<file path="config.mk">
export PLATFORM = sky130hd
export DESIGN_NAME = wb_write_queue_flat
export DESIGN_NICKNAME = d
export VERILOG_FILES = /design/src/rtl/wb_write_queue_if.sv /design/src/rtl/wb_write_queue.sv /design/src/flat_wrapper.sv
export SDC_FILE = /design/constraint.sdc
export NUM_CORES = 1
export LEC_CHECK = 0
export BUFFER_PORTS_ARGS = -buffer_cell sky130_fd_sc_hd__buf_2
export CORE_ASPECT_RATIO = 0.7
export CORE_MARGIN = 10
export CORE_UTILIZATION = 46
export CTS_CLUSTER_DIAMETER = 40
export CTS_CLUSTER_SIZE = 8
export DETAILED_ROUTE_END_ITERATION = 7
export PLACE_DENSITY = 0.63
export SLEW_MARGIN = 10
export SYNTH_ARGS = -nofsm -noshare
export SYNTH_HDL_FRONTEND = slang
export SYNTH_SLANG_ARGS = --single-unit
export TNS_END_PERCENT = 30
</file>
<file path="constraint.sdc">
create_clock -name clk -period 8.2 [get_ports clk]
set_clock_uncertainty 0.2 [all_clocks]
set_input_delay 0.41 -clock clk [delete_from_list [all_inputs] [get_ports clk]]
set_output_delay 0.41 -clock clk [all_outputs]
set_load 0.01 [all_outputs]
</file>
<file path="src/rtl/wb_write_queue_if.sv">
// wb_write_queue_if: enqueue, register-file write and bypass signals of the writeback queue
interface wb_write_queue_if #(
  parameter int XLEN = 32,
  parameter int AW   = 5,
  parameter int CW   = 3
);
  logic            enq_valid;
  logic            enq_ready;
  logic [AW-1:0]   enq_rd;
  logic [XLEN-1:0] enq_data;
  logic [AW-1:0]   rd;
  logic [XLEN-1:0] writedata;
  logic            regwrite;
  logic [AW-1:0]   rs1;
  logic [AW-1:0]   rs2;
  logic            hit1;
  logic            hit2;
  logic [XLEN-1:0] fwd1;
  logic [XLEN-1:0] fwd2;
  logic [CW-1:0]   count;
  modport master (
    output enq_valid, enq_rd, enq_data, rs1, rs2,
    input  enq_ready, rd, writedata, regwrite, hit1, hit2, fwd1, fwd2, count
  );
  modport slave (
    input  enq_valid, enq_rd, enq_data, rs1, rs2,
    output enq_ready, rd, writedata, regwrite, hit1, hit2, fwd1, fwd2, count
  );
endinterface

</file>
<file path="src/rtl/wb_write_queue.sv">
// wb_write_queue: in-order register writeback FIFO retiring one write per cycle, with youngest-entry read bypass
module wb_write_queue #(
  parameter int DEPTH = 4,
  parameter int XLEN  = 32,
  parameter int AW    = 5
) (
  input logic clk,
  input logic rst_n,
  wb_write_queue_if.slave bus
);
  localparam int PW = $clog2(DEPTH);
  localparam int CW = $clog2(DEPTH + 1);
  logic [AW-1:0]   rd_mem_q [DEPTH];
  logic [XLEN-1:0] data_mem_q [DEPTH];
  logic [PW-1:0]   head_q, head_d, tail_q, tail_d, idx;
  logic [CW-1:0]   count_q, count_d;
  logic            enq_fire, alloc, deq, h1, h2;
  logic [XLEN-1:0] f1, f2;
  assign enq_fire = bus.enq_valid && bus.enq_ready;
  assign alloc    = enq_fire && (bus.enq_rd != '0);
  assign deq      = count_q != '0;
  assign head_d   = deq ? head_q + 1'b1 : head_q;
  assign tail_d   = alloc ? tail_q + 1'b1 : tail_q;
  assign count_d  = count_q + CW'(alloc) - CW'(deq);
  always_ff @(posedge clk or negedge rst_n)
    if (!rst_n) begin
      head_q  <= '0;
      tail_q  <= '0;
      count_q <= '0;
    end else begin
      head_q  <= head_d;
      tail_q  <= tail_d;
      count_q <= count_d;
    end
  always_ff @(posedge clk)
    if (alloc) begin
      rd_mem_q[tail_q]   <= bus.enq_rd;
      data_mem_q[tail_q] <= bus.enq_data;
    end
  // Scan oldest to youngest so the last match (nearest tail) wins.
  always_comb begin
    h1  = 1'b0;
    h2  = 1'b0;
    f1  = '0;
    f2  = '0;
    idx = head_q;
    for (int k = 0; k < DEPTH; k++) begin
      idx = head_q + PW'(k);
      if (CW'(k) < count_q && bus.rs1 != '0 && rd_mem_q[idx] == bus.rs1) begin
        h1 = 1'b1;
        f1 = data_mem_q[idx];
      end
      if (CW'(k) < count_q && bus.rs2 != '0 && rd_mem_q[idx] == bus.rs2) begin
        h2 = 1'b1;
        f2 = data_mem_q[idx];
      end
    end
  end
  assign bus.enq_ready = count_q != CW'(DEPTH);
  assign bus.regwrite  = deq;
  assign bus.rd        = deq ? rd_mem_q[head_q] : '0;
  assign bus.writedata = deq ? data_mem_q[head_q] : '0;
  assign bus.hit1      = h1;
  assign bus.hit2      = h2;
  assign bus.fwd1      = f1;
  assign bus.fwd2      = f2;
  assign bus.count     = count_q;
endmodule

</file>
<file path="src/flat_wrapper.sv">
// flat-port wrapper written by rule: the top's interface ports become plain ports
module wb_write_queue_flat 
#(
  parameter int DEPTH = 4,
  parameter int XLEN  = 32,
  parameter int AW    = 5
)
  (clk, rst_n, bus_enq_valid, bus_enq_rd, bus_enq_data, bus_rs1, bus_rs2, bus_enq_ready, bus_rd, bus_writedata, bus_regwrite, bus_hit1, bus_hit2, bus_fwd1, bus_fwd2, bus_count);
  wb_write_queue_if #(.XLEN(XLEN), .AW(AW), .CW(3)) bus_i ();
  input logic clk;
  input logic rst_n;
  input wire logic [$bits(bus_i.enq_valid)-1:0] bus_enq_valid;
  input wire logic [$bits(bus_i.enq_rd)-1:0] bus_enq_rd;
  input wire logic [$bits(bus_i.enq_data)-1:0] bus_enq_data;
  input wire logic [$bits(bus_i.rs1)-1:0] bus_rs1;
  input wire logic [$bits(bus_i.rs2)-1:0] bus_rs2;
  output wire logic [$bits(bus_i.enq_ready)-1:0] bus_enq_ready;
  output wire logic [$bits(bus_i.rd)-1:0] bus_rd;
  output wire logic [$bits(bus_i.writedata)-1:0] bus_writedata;
  output wire logic [$bits(bus_i.regwrite)-1:0] bus_regwrite;
  output wire logic [$bits(bus_i.hit1)-1:0] bus_hit1;
  output wire logic [$bits(bus_i.hit2)-1:0] bus_hit2;
  output wire logic [$bits(bus_i.fwd1)-1:0] bus_fwd1;
  output wire logic [$bits(bus_i.fwd2)-1:0] bus_fwd2;
  output wire logic [$bits(bus_i.count)-1:0] bus_count;
  assign bus_i.enq_valid = bus_enq_valid;
  assign bus_i.enq_rd = bus_enq_rd;
  assign bus_i.enq_data = bus_enq_data;
  assign bus_i.rs1 = bus_rs1;
  assign bus_i.rs2 = bus_rs2;
  assign bus_enq_ready = bus_i.enq_ready;
  assign bus_rd = bus_i.rd;
  assign bus_writedata = bus_i.writedata;
  assign bus_regwrite = bus_i.regwrite;
  assign bus_hit1 = bus_i.hit1;
  assign bus_hit2 = bus_i.hit2;
  assign bus_fwd1 = bus_i.fwd1;
  assign bus_fwd2 = bus_i.fwd2;
  assign bus_count = bus_i.count;
  wb_write_queue #(.DEPTH(DEPTH), .XLEN(XLEN), .AW(AW)) u_core (.clk(clk), .rst_n(rst_n), .bus(bus_i));
endmodule
</file>
==> results of run 1 <==
metal layers:
| layer | up-vias | global-route usage [%] | share of wire [%] | wire, um |
|---|---|---|---|---|
| li1 | 4374 | - | - | - |
| met2 | 569 | 34.0 | 44 | 16700 |
| met5 | - | 0 | 0 | 0 |
| met4 | 0 | 6.10 | 1.7 | 654 |
| met1 | 4840 | 32.4 | 44 | 16500 |
| met3 | 64 | 5.34 | 10 | 3780 |
sequential cells by signal, summed over array words and instances, names as in the netlist:
name / cells
u_core.tail_q: 2
u_core.bus.count: 3
u_core.data_mem_q: 128
u_core.head_q: 2
u_core.rd_mem_q: 20
area by class of cell:
class | instances | area, um2 | share of cell area, %
Sequential cell | 155 | 4630 | 33.7
Tap cell | 331 | 414 | 3.02
Timing Repair Buffer | 210 | 1260 | 9.16
Multi-Input combinational cell | 761 | 6800 | 49.5
Antenna cell | 2 | 5.00 | 0.0365
Clock buffer | 17 | 425 | 3.10
Clock inverter | 15 | 151 | 1.10
Inverter | 11 | 41.3 | 0.301
power by group through the flow:
stage	logic, W	registers [W]	clock network [W]
after floorplan	0.00235	0.00114	0
after global placement	0.00304	0.00128	0
after detailed placement	0.00306	0.00130	0
after CTS	0.00309	0.00128	0.000798
after global routing	0.00336	0.00132	0.000835
final	0.00311	0.00128	0.000788
logic make-up after synthesis:
group | Yosys count | synth area share, %
compound gates | 236 | 13.7
mux | 190 | 26.5
buf+inv | 117 | 4.92
fa+ha+maj | 9 | 1.00
simple gates | 283 | 12.3
xor+xnor | 43 | 3.14
flops | 155 | 38.5
critical path, cell delays in order, from the launching register on:
cell	delay (ps)
dfrtp_4	960
buf_4	540
buf_4	900
nor3_1	310
o21ai_2	820
buf_4	400
nand3_1	110
a21oi_1	170
buf_2	160
layout by cell type (no fill, tap or decap), drive strengths merged, types with 7 or more instances in the layout:
cell	n
inv	18
nand3	54
nor2	22
ha	8
clkbuf	17
mux4	99
nor2b	34
and2	16
nor4	12
o211ai	24
or3	24
dlygate4sd3	29
buf	181
mux2i	76
edfxtp	148
mux2	15
nand4	12
a21oi	69
o21ai	28
nor3	32
a31oi	9
o31ai	29
dfrtp	7
nand2	63
xnor2	37
a211oi	54
per-stage QoR:
step / hold WS [ps] / util (%) / power (W) / instances / cell area, um2
final: 14.7 / 53.4 / 0.00518 / 1502 / 13700
after global placement: 53.7 / 50.0 / 0.00432 / 1439 / 12800
after floorplan: -85.6 / - / 0.00350 / 1033 / 12000
after CTS: 3.42 / 53.4 / 0.00517 / 1500 / 13700
after global routing: 0.0597 / 53.4 / 0.00552 / 1501 / 13700
after detailed placement: 55.2 / 50.0 / 0.00436 / 1439 / 12800
path summary, 6_finish.rpt:
kind | slack [ps] | start | depth (start not counted) | end
max | 2720 | u_core.head_q[0]$_DFFE_PN0N_ | 8 | bus_fwd1[11]
min | 10 | bus_enq_data[20] | 1 | u_core.data_mem_q[1][20]$_DFFE_PP_
max reg2reg | 5040 | u_core.bus.count[2]$_DFF_PN0_ | 9 | u_core.bus.count[2]$_DFF_PN0_
min reg2reg | 430 | u_core.tail_q[1]$_DFFE_PN0N_ | 2 | u_core.tail_q[1]$_DFFE_PN0N_
max in group asynchronous | 7480 | rst_n | 2 | u_core.head_q[1]$_DFFE_PN0N_
min in group asynchronous | 140 | rst_n | 2 | u_core.bus.count[1]$_DFF_PN0_
==> results.sh, run 1 <==
export IMPL_outcome="finished clean"
export IMPL_cts_hold_buffers=29
export IMPL_synth_area_top_cells="edfxtp_1 37%, mux4_2 18%, mux2i_1 6.3%"
export IMPL_nets=1215
export IMPL_drt_total_wl_um=37700
export IMPL_worstMarginPinSlew_ps=1080
export IMPL_worstPathArrival_ps=4870
export IMPL_switching_share_pct=45.7
export IMPL_path_clk_slew_ps=60
export IMPL_synth_area_um2=12000
export IMPL_grt_pass1_wl_um=58300
export IMPL_h_tree_depth=4
export IMPL_synthCells=1033
export IMPL_setup_ws_ps=2720
export IMPL_rsz0062_at_grt="no"
export IMPL_layout_drive_gt1_share_pct=30.2
export IMPL_hold_viol=0
export IMPL_start_util_pct=46.7
export IMPL_io_buffer_count=157
export IMPL_grt_max_degree=76
export IMPL_drc=0
export IMPL_clock_fmax_ghz=0.182
export IMPL_fill_cells=2235
export IMPL_hpwl_um=24100
export IMPL_worstPathMaxFanout=75
export IMPL_combPwrFrac_pct=60.0
export IMPL_clock_tree_root_cell="clkbuf_16"
export IMPL_yosysMostFrequentCell="edfxtp_1"
export IMPL_cts_num_sinks=155
export IMPL_cts_buffer_depth=2
export IMPL_overflow=0
export IMPL_ir_drop_mv=0.171
export IMPL_vias_per_cell=6.56
export IMPL_leakage_nw=4.83
export IMPL_die_h_um=155
export IMPL_switchingPower_w=0.00237
export IMPL_rows=49
export IMPL_core_um2=25700
export IMPL_ys_ff_latch=155
export IMPL_synth_top_cell_area_share_pct=37.1
export IMPL_cts_buffers_inserted=17
export IMPL_place_ws_ps=3160
export IMPL_synth_distinct_cells=58
export IMPL_maxCapViolCount=0
export IMPL_internal_power_w=0.00281
export IMPL_cp_start_kind="flip-flop"
export IMPL_slew_viol_final=0
export IMPL_die_width_um=213
export IMPL_vias=9847
export IMPL_syn_to_final_growth_pct=14.5
export IMPL_required_ps=7590
export IMPL_seqPwrFrac_pct=24.8
export IMPL_synth_avg_cell_area_um2=11.6
export IMPL_synth_flop_cell="edfxtp_1"
export IMPL_routabilityCongestion=0.874
export IMPL_ioPinCount=158
export IMPL_setup_viol=0
export IMPL_seq_area_frac_synth_pct=38.5
export IMPL_crit_type="reg2out"
export IMPL_clk_latency_ps=430
export IMPL_synth_edf_count=148
export IMPL_grt_pass1_vias=9647
export IMPL_yosysWarnings=0
export IMPL_tns_ps=0
export IMPL_synth_nets=1092
export IMPL_dieArea_um2=33000
export IMPL_cellPowerDensity_nw_per_um2=377
export IMPL_drt_iter0_markers=1252
export IMPL_period_share_pct=66.8
export IMPL_post_cts_buffers=0
export IMPL_grt_usage_pct=22.8
export IMPL_yosysTopAreaCell="edfxtp_1"
export IMPL_cts_tree="yes"
export IMPL_cts_resized=0
export IMPL_ant_nets=0
export IMPL_antenna_found_initial=2
export IMPL_async_flop_share_pct=4.52
export IMPL_fin_crit_ps=5480
export IMPL_synthTopCellsByCount="148 x edfxtp_1, 97 x mux4_2, 75 x mux2i_1"
export IMPL_max_slew_margin_rel_pct=27.7
export IMPL_post_drt_wl_per_cell_um=25.1
export IMPL_endpoint_kind="output port"
export IMPL_min_path_type="in2reg"
export IMPL_pwr_share_clk_pct=15.2
export IMPL_firstDrtPassIters=8
Note: power is estimated with default switching activity, not from simulation.
==> run 2, diff against run 1 <==
==> constraint.sdc (replaced) <==
create_clock -name clk -period 5.5 [get_ports clk]
set_clock_uncertainty 0.2 [all_clocks]
set_input_delay 0.275 -clock clk [delete_from_list [all_inputs] [get_ports clk]]
set_output_delay 0.275 -clock clk [all_outputs]
set_load 0.01 [all_outputs]
==> run 2 against run 1 <==
Effect of this change:
- global-route usage is 0.66 points lower
- setup slack got worse by 2000 ps
- die area is the same
- final cell count grew 0.87%
- register-to-register slack lost 2700 ps
- first-iteration DRC count shrank 3.0%
- flip-flop and latch count unchanged
- worst hold slack gained 10 ps
- clock power increased by 38%
- core utilization rose by 0.33 points
- power up 47%
- clock-buffer cell count up 1
==> results.sh, run 2 (synthesis gave the netlist of run 1 again) <==
export IMPL_cpMaxStageDelayCell="dfrtp_4"
export IMPL_io_buffer_count=157
export IMPL_clock_tree_root_cell="clkbuf_16"
export IMPL_cts_num_sinks=155
export IMPL_die_width_um=213
export IMPL_cts_tree="yes"
export IMPL_rsz0062_at_grt="no"
export IMPL_setup_viol=0
export IMPL_largest_reg_flops=128
export IMPL_max_slew_margin_rel_pct=28.3
export IMPL_grt_max_degree=68
export IMPL_tns_ps=0
export IMPL_die_h_um=155
export IMPL_overflow=0
export IMPL_start_util_pct=46.7
export IMPL_ant_nets=0
export IMPL_critical_path_max_stage_delay_ps=950
export IMPL_outcome="finished clean"
export IMPL_grt_pass1_wl_um=56600
export IMPL_fin_crit_ps=4740
export IMPL_min_path_type="in2async"
export IMPL_slew_viol_final=0
export IMPL_layout_commonest_cell="buf_2"
export IMPL_worstPathArrival_ps=4270
export IMPL_path_clk_slew_ps=60
export IMPL_ioPinCount=158
export IMPL_drt_iter0_markers=1214
export IMPL_drt_total_wl_um=37100
export IMPL_core_um2=25700
export IMPL_firstDrtPassIters=5
export IMPL_layout_common_cells="157 x buf_2, 148 x edfxtp_1, 97 x mux4_2"
export IMPL_routabilityCongestion=0.884
export IMPL_cts_buffers_inserted=17
export IMPL_cp_start_kind="flip-flop"
export IMPL_vias=9772
export IMPL_rows=49
export IMPL_worstPathCellList="mux4_1 -> xnor2_1 -> nand4_1 -> or4b_1 -> buf_4 -> o311a_1 -> o21ai_0 -> buf_2"
export IMPL_grt_pass1_vias=9372
export IMPL_post_drt_wl_per_cell_um=24.5
export IMPL_dieArea_um2=33000
export IMPL_grt_usage_pct=22.1
export IMPL_regMostFlops="u_core.data_mem_q"
export IMPL_worstPathMaxFanout=52
export IMPL_clk_latency_ps=420
export IMPL_layout_drive_gt1_share_pct=30.0
export IMPL_h_tree_depth=4
export IMPL_worstMarginPinSlew_ps=1070
export IMPL_hpwl_um=24700
export IMPL_crit_type="reg2out"
export IMPL_endpoint_kind="output port"
export IMPL_clock_fmax_ghz=0.211
export IMPL_maxCapViolCount=0
export IMPL_cellPowerDensity_nw_per_um2=553
export IMPL_ir_drop_mv=0.269
export IMPL_leakage_nw=4.86
export IMPL_nets=1228
export IMPL_hold_viol=0
export IMPL_cts_buffer_depth=2
export IMPL_syn_to_final_growth_pct=15.2
export IMPL_antenna_found_initial=2
export IMPL_drc=0
export IMPL_period_share_pct=86.2
export IMPL_power_w=0.00763
export IMPL_required_ps=5030
export IMPL_vias_per_cell=6.45
==> run 2: cell count changes in the layout (fill, tap and decap cells not counted), sizes merged <==
cell         previous run  this run
dlygate4sd3            29        38
buf                   181       185
bufinv                  1         0
clkbuf                 17        18
clkinvlp                1         2
inv                    18        17
==> run 2: final cells by class <==
| cell class | count | area [um2] |
|---|---|---|
| inverter | 11 | 41.3 |
| fill | 2234 | 11900 |
| antenna | 2 | 5.00 |
| clock inverter | 14 | 111 |
| clock buffer | 18 | 429 |
| timing repair buffer | 223 | 1380 |
| multi-input combinational | 761 | 6800 |
| sequential | 155 | 4630 |
| tap | 331 | 414 |
==> run 2: per-stage QoR <==
step / setup WS, ps / hold WS, ps / std cells / utilization (%) / area, um2
after floorplan: 2510 / -221 / 1033 / - / 12000
after global placement: 1230 / -77.3 / 1443 / 50.1 / 12900
after detailed placement: 1210 / -74.9 / 1443 / 50.1 / 12900
after CTS: 741 / 24.8 / 1513 / 53.7 / 13800
after global routing: 465 / 43.5 / 1515 / 53.7 / 13800
final: 757 / 25.1 / 1515 / 53.7 / 13800
==> run 2: metal layers <==
metal / global-route usage [%] / vias up / wire length (um)
met4: 5.05 / 0 / 591
met3: 5.08 / 51 / 3510
met2: 32.4 / 517 / 16500
li1: - / 4397 / -
met5: 0 / - / 0
met1: 32.4 / 4807 / 16500
==> run 2: power breakdown <==
group | switching [W] | internal, W | leakage, nW
Combinational | 0.00269 | 0.00199 | 3.16
Sequential | 0.000289 | 0.00157 | 1.44
Clock | 0.000507 | 0.000587 | 0.261
==> run 2: path summary, 6_finish.rpt <==
kind / startpoint / endpoint / slack (ps) / cells past startpoint
min: rst_n / u_core.bus.count[0]$_DFF_PN0_ / 30 / 2
min reg2reg: u_core.tail_q[0]$_DFFE_PN0N_ / u_core.tail_q[0]$_DFFE_PN0N_ / 430 / 2
max: u_core.head_q[0]$_DFFE_PN0N_ / bus_fwd1[31] / 760 / 8
min in group clk: bus_enq_valid / u_core.tail_q[0]$_DFFE_PN0N_ / 110 / 4
max reg2reg: u_core.bus.count[2]$_DFF_PN0_ / u_core.bus.count[2]$_DFF_PN0_ / 2340 / 9
max in group asynchronous: rst_n / u_core.head_q[0]$_DFFE_PN0N_ / 4890 / 2
==> run 2: timing repair <==
| action | in CTS | in global routing |
|---|---|---|
| hold endpoints to repair | 155 | 0 |
| hold buffers | 38 | 0 |
| buffers inserted | 0 | 0 |
| resized for setup | 0 | 0 |
==> run 2: worst max-delay path: cells and delay by family (launching register included) <==
| kind | cells | cell delay, ps |
|---|---|---|
| xor gates and xnor gates | 1 | 230 |
| buffers and inverters | 2 | 550 |
| and+or+nand+nor | 2 | 680 |
| muxes | 1 | 750 |
| DFF | 1 | 950 |
| AOI/OAI and AO/OA | 2 | 660 |
